### config.mk
export PLATFORM = sky130hd
export DESIGN_NAME = serial_frame_deserializer
export DESIGN_NICKNAME = d
export VERILOG_FILES = /design/src/rtl/serial_link_pkg.sv /design/src/rtl/bit_timer.sv /design/src/rtl/serial_frame_deserializer.sv
export SDC_FILE = /design/constraint.sdc
export NUM_CORES = 1
export LEC_CHECK = 0
export CAP_MARGIN = 30
export CELL_PAD_IN_SITES_DETAIL_PLACEMENT = 1
export CELL_PAD_IN_SITES_GLOBAL_PLACEMENT = 1
export CORE_MARGIN = 3
export CORE_UTILIZATION = 42
export DETAILED_ROUTE_END_ITERATION = 6
export PLACE_DENSITY = 0.73
export SLEW_MARGIN = 15
export SYNTH_ARGS = -nofsm -noshare
export SYNTH_HDL_FRONTEND = slang
export SYNTH_SLANG_ARGS = --single-unit
### constraint.sdc
create_clock -name Clk -period 1.7 [get_ports Clk]
set_clock_uncertainty 0.1 [all_clocks]
set_input_delay 0.34 -clock Clk [delete_from_list [all_inputs] [get_ports Clk]]
set_output_delay 0.34 -clock Clk [all_outputs]
set_load 0.02 [all_outputs]
### src/rtl/serial_link_pkg.sv
// Shared definitions for the serial link receive path.
// Holds the FSM state encoding and the line levels that define a frame.
package serial_link_pkg;

    typedef enum logic [2:0] {
        StIdle  = 3'd0,
        StStart = 3'd1,
        StData  = 3'd2,
        StStop  = 3'd3,
        StBreak = 3'd4
    } state_e;

    localparam logic StartLevel = 1'b0;
    localparam logic StopLevel  = 1'b1;
    localparam logic IdleLevel  = 1'b1;

    function automatic int unsigned half_cycles(input int unsigned bit_cycles);
        return bit_cycles / 2;
    endfunction

endpackage

### src/rtl/bit_timer.sv
// Per-bit cycle counter. Flags the terminal count of either a half or a full bit
// period and restarts from zero after each terminal count.
module bit_timer
    import serial_link_pkg::*;
#(
    parameter int unsigned BIT_CYCLES = 4
) (
    input  logic clk,
    input  logic rst_n,
    input  logic clear,
    input  logic half_sel,
    output logic done
);

    localparam int unsigned CntW = $clog2(BIT_CYCLES);
    localparam logic [CntW-1:0] HalfTerm = CntW'(half_cycles(BIT_CYCLES) - 1);
    localparam logic [CntW-1:0] FullTerm = CntW'(BIT_CYCLES - 1);

    logic [CntW-1:0] cnt_q, cnt_d;

    always_comb begin
        done = (cnt_q == (half_sel ? HalfTerm : FullTerm));
        if (clear || done) begin
            cnt_d = '0;
        end else begin
            cnt_d = cnt_q + 1'b1;
        end
    end

    always_ff @(posedge clk or negedge rst_n) begin
        if (!rst_n) begin
            cnt_q <= '0;
        end else begin
            cnt_q <= cnt_d;
        end
    end

endmodule

### src/rtl/serial_frame_deserializer.sv
// Recovers start/data/stop frames from a registered serial line and hands each
// word over through a valid/ready holding register with error and overrun pulses.
module serial_frame_deserializer
    import serial_link_pkg::*;
#(
    parameter int unsigned DATA_W     = 8,
    parameter int unsigned BIT_CYCLES = 4,
    parameter int unsigned MSB_FIRST  = 0
) (
    input  logic              Clk,
    input  logic              Resetn,
    input  logic              Din,
    input  logic              Dready,
    output logic [DATA_W-1:0] Dout,
    output logic              Dvalid,
    output logic              FrameErr,
    output logic              Overrun,
    output logic              Busy
);

    localparam int unsigned IdxW = $clog2(DATA_W + 1);

    state_e state_q, state_d;

    logic              timer_clear;
    logic              half_sel;
    logic              bit_done;
    logic              last_bit;
    logic              sample_bit;
    logic              stop_good;
    logic              stop_bad;
    logic [IdxW-1:0]   bit_idx_q;
    logic [DATA_W-1:0] shift_q, shift_d;
    logic [DATA_W-1:0] dout_q;
    logic              dvalid_q;
    logic              frame_err_q;
    logic              overrun_q;

    bit_timer #(
        .BIT_CYCLES (BIT_CYCLES)
    ) u_bit_timer (
        .clk      (Clk),
        .rst_n    (Resetn),
        .clear    (timer_clear),
        .half_sel (half_sel),
        .done     (bit_done)
    );

    assign last_bit = (bit_idx_q == IdxW'(DATA_W - 1));

    always_ff @(posedge Clk or negedge Resetn) begin
        if (!Resetn) begin
            state_q <= StIdle;
        end else begin
            state_q <= state_d;
        end
    end

    always_comb begin
        state_d = state_q;
        unique case (state_q)
            StIdle:  if (Din == StartLevel) state_d = StStart;
            StStart: if (bit_done) state_d = (Din == StartLevel) ? StData : StIdle;
            StData:  if (bit_done && last_bit) state_d = StStop;
            StStop:  if (bit_done) state_d = (Din == StopLevel) ? StIdle : StBreak;
            StBreak: if (Din == IdleLevel) state_d = StIdle;
            default: state_d = StIdle;
        endcase
    end

    always_comb begin
        timer_clear = (state_q == StIdle) || (state_q == StBreak);
        half_sel    = (state_q == StStart);
        sample_bit  = (state_q == StData) && bit_done;
        stop_good   = (state_q == StStop) && bit_done && (Din == StopLevel);
        stop_bad    = (state_q == StStop) && bit_done && (Din != StopLevel);
        Busy        = (state_q != StIdle);
    end

    // Shift direction decides which end of Dout the first data bit lands in.
    if (DATA_W == 1) begin : g_shift_one
        assign shift_d = Din;
    end else if (MSB_FIRST != 0) begin : g_shift_msb
        assign shift_d = {shift_q[DATA_W-2:0], Din};
    end else begin : g_shift_lsb
        assign shift_d = {Din, shift_q[DATA_W-1:1]};
    end

    always_ff @(posedge Clk or negedge Resetn) begin
        if (!Resetn) begin
            shift_q   <= '0;
            bit_idx_q <= '0;
        end else begin
            if (half_sel && bit_done) begin
                bit_idx_q <= '0;
            end else if (sample_bit) begin
                shift_q   <= shift_d;
                bit_idx_q <= bit_idx_q + 1'b1;
            end
        end
    end

    // A consumer taking the old word in the stop-sample cycle frees the slot.
    always_ff @(posedge Clk or negedge Resetn) begin
        if (!Resetn) begin
            dout_q      <= '0;
            dvalid_q    <= 1'b0;
            frame_err_q <= 1'b0;
            overrun_q   <= 1'b0;
        end else begin
            frame_err_q <= stop_bad;
            overrun_q   <= stop_good && dvalid_q && !Dready;
            if (stop_good && (!dvalid_q || Dready)) begin
                dout_q   <= shift_q;
                dvalid_q <= 1'b1;
            end else if (dvalid_q && Dready) begin
                dvalid_q <= 1'b0;
            end
        end
    end

    assign Dout     = dout_q;
    assign Dvalid   = dvalid_q;
    assign FrameErr = frame_err_q;
    assign Overrun  = overrun_q;

endmodule

==> out/summary.txt <==
Ys Warns = 0
Critical R2R Capture = bit_idx_q[3]
placed inst area = 0.00143 sq mm
VDD IR max = 843 uV
die width = 59.2 microns
max-slew violations = 0
via count = 831
# port buffers = 15
Clock Path Buffers = 2
met1 Track Usage GR = 22.4%
most common cell in the synthesized netlist = dfrtp_1
dpl hpwl = 1850 microns
r2r setup slk = 60 ps
Pwr Density = 1360 mW/mm^2
Root Buffer Master = clkbuf_4
Post-Syn Instances = 96
critical path startpoint category = flip-flop
Avg Synthesized Cell Area = 12.4 sq um
Yosys cell types = 26
top_reg_cell synth = dfrtp_1
minimum clock period = 1680 ps
drt drc = 0
GRT Resource Usage Total = 16.4%
fmax = 594 MHz
crit path max fanout = 2
reg2reg start = state_q[0]
slowest CP cell = dfrtp_1
initial core utilization = 45.9%
CTS Buf Count = 3
std cell rows = 18
antenna violations before repair = 0
CP max stage delay = 410 ps
Nets = 127
GRT overflow = 0
Seq cells post-synth = 28
ys async rst share = 100%
share of cells above drive strength 1 = 28.1%
register area share after synthesis = 58.9%
Worst path top cell family by delay = flip-flops
Final setup viols = 0
FF-to-FF path depth = 4
Synth Net Count = 101
1st-pass router iterations = 4
H-tree levels = 1
met3 Usage GRT = 5.01%
Setup crit end kind = primary output
Finished Cell Area = 0.00146 sq mm
n_diodes = 0
post-placement cell count = 147
cells taking the most area after synthesis = dfrtp_1 59%, mux2_2 14%, o21ai_0 3.8%, nand3_1 2.5%, nor2_1 1.9%
Critical Path RT = 1260 ps
Die Y = 59.2 microns
mapped cell area = 0.00119 sq mm
dominant cell type by area after synthesis = dfrtp_1
worst min path class = primary input to async pin
Area Growth Syn to Fin = 22.8%
first-pass GRT wire length = 4280 microns
iteration-0 DRC count of the detailed router = 27
Leakage Power = 0.000752 uW
total core area = 0.00259 sq mm
outcome = finished clean
Core Util, Final = 56.4%
worst skew pair latency = 330 ps
top post-synthesis cells by count = 28 x dfrtp_1, 15 x mux2_2, 9 x o21ai_0
clk sinks = 28
Slew HR = 75.8%
M2 GR Usage = 25.4%
worst path cell trace = or3_1 > buf_6
slew of the pin with the lowest slew margin = 363 ps
final RePlAce weighted congestion = 0.784
RSZ-0062 raised after global routing = yes
Synth top area share = 58.9%
hold_ws = 254 ps
final period utilization = 99.1%
count of final hold-check violations = 0
Max Cap Violations = 0
IO Count = 16
CP bufs+invs = 1
busiest grt layer = met2
antenna-violating nets left = 0
arrival time of the worst setup path = 1240 ps
crit path kind = flip-flop to primary output
CTS tree = built
mean routed wirelength per cell = 16.6 microns
Layout Cells excl Fill = 151
Die Area = 0.00350 sq mm
Post-Route WL = 2510 microns
pin count of the biggest net entering global routing = 29
number of synthesized flops with an enable pin = 0
Setup Slack @ Placement = -50.0 ps
Clk pin slew, worst setup/hold paths = 160 ps
final setup margin = 16.0 ps
DR vias/cell = 5.50
vias in the first global route = 910
worst max-delay path by stage:
stage,endpoint,cells after the start,startpoint,slack (ps)
after floorplan,bit_idx_q[3],3,state_q[0],210
after global placement,Busy,2,state_q[1],10
after detailed placement,Dout[6],4,Dready,-50
after CTS,Busy,2,state_q[1],-3
after global routing,Busy,2,state_q[2],-50
final,Busy,2,state_q[0],20
sequential cells by signal, summed over array words and instances, names as in the netlist:
register           cells
Dout                   8
Dvalid                 1
FrameErr               1
Overrun                1
bit_idx_q              4
shift_q                8
state_q                3
u_bit_timer.cnt_q      2
layout by cell type, fill, tap and decap left out, types with 2 or more instances in the layout:
cell	n
dfrtp_1	28
or3_1	2
dlygate4sd2_1	11
buf_4	9
and2_1	2
inv_1	2
a21oi_1	3
nor2_1	6
nand3_1	6
clkdlybuf4s50_1	3
nand2_1	4
o21ai_0	9
clkbuf_4	3
mux2_2	15
report_power, final:
group | switching, uW | internal, uW | leakage, uW | total [uW]
clock | 196 | 131 | 0.0000210 | 327
sequential | 124 | 825 | 0.000376 | 949
combinational | 375 | 340 | 0.000355 | 715
total | 695 | 1300 | 0.000752 | 1990
cells by family (layout without fill, tap and decap cells):
| group | Yosys count | in the layout | share of synthesized area (%) |
|---|---|---|---|
| flip-flops | 28 | 28 | 58.9 |
| AND/OR/NAND/NOR | 27 | 27 | 13.3 |
| AO/OA/AOI/OAI | 18 | 18 | 9.05 |
| multiplexers | 16 | 16 | 15.1 |
| buffers and inverters | 5 | 30 | 1.89 |
| adder cells (fa/ha/maj) | 1 | 1 | 1.05 |
| XOR/XNOR | 1 | 1 | 0.737 |
metal layers:
metal	up-vias	share of wire, %
met5	-	0
li1	394	-
met1	418	49
met3	4	3.6
met4	0	0.96
met2	15	46
area by class of cell:
type	instances	area (sq um)
clock buffers	4	36.3
flip-flops and latches	28	701
multi-input cells	63	473
inverters	2	7.51
fillers	277	1130
well taps	30	37.5
repair buffers	24	205
metrics by stage:
stage | TNS [ps] | power (uW)
after global routing | -51.8 | 2130
after detailed placement | -317 | 1710
final | 0 | 1990
after floorplan | 0 | 1390
after global placement | 0 | 1650
after CTS | -3.02 | 2000
what timing repair did:
action,CTS,global route
gates resized for setup,15,4
setup endpoints to repair,12,2
pin swaps,0,2
buffers inserted,0,0
endpoints found under the hold margin,0,0
hold buffers,0,0
Power figures use the tool's default switching activity.
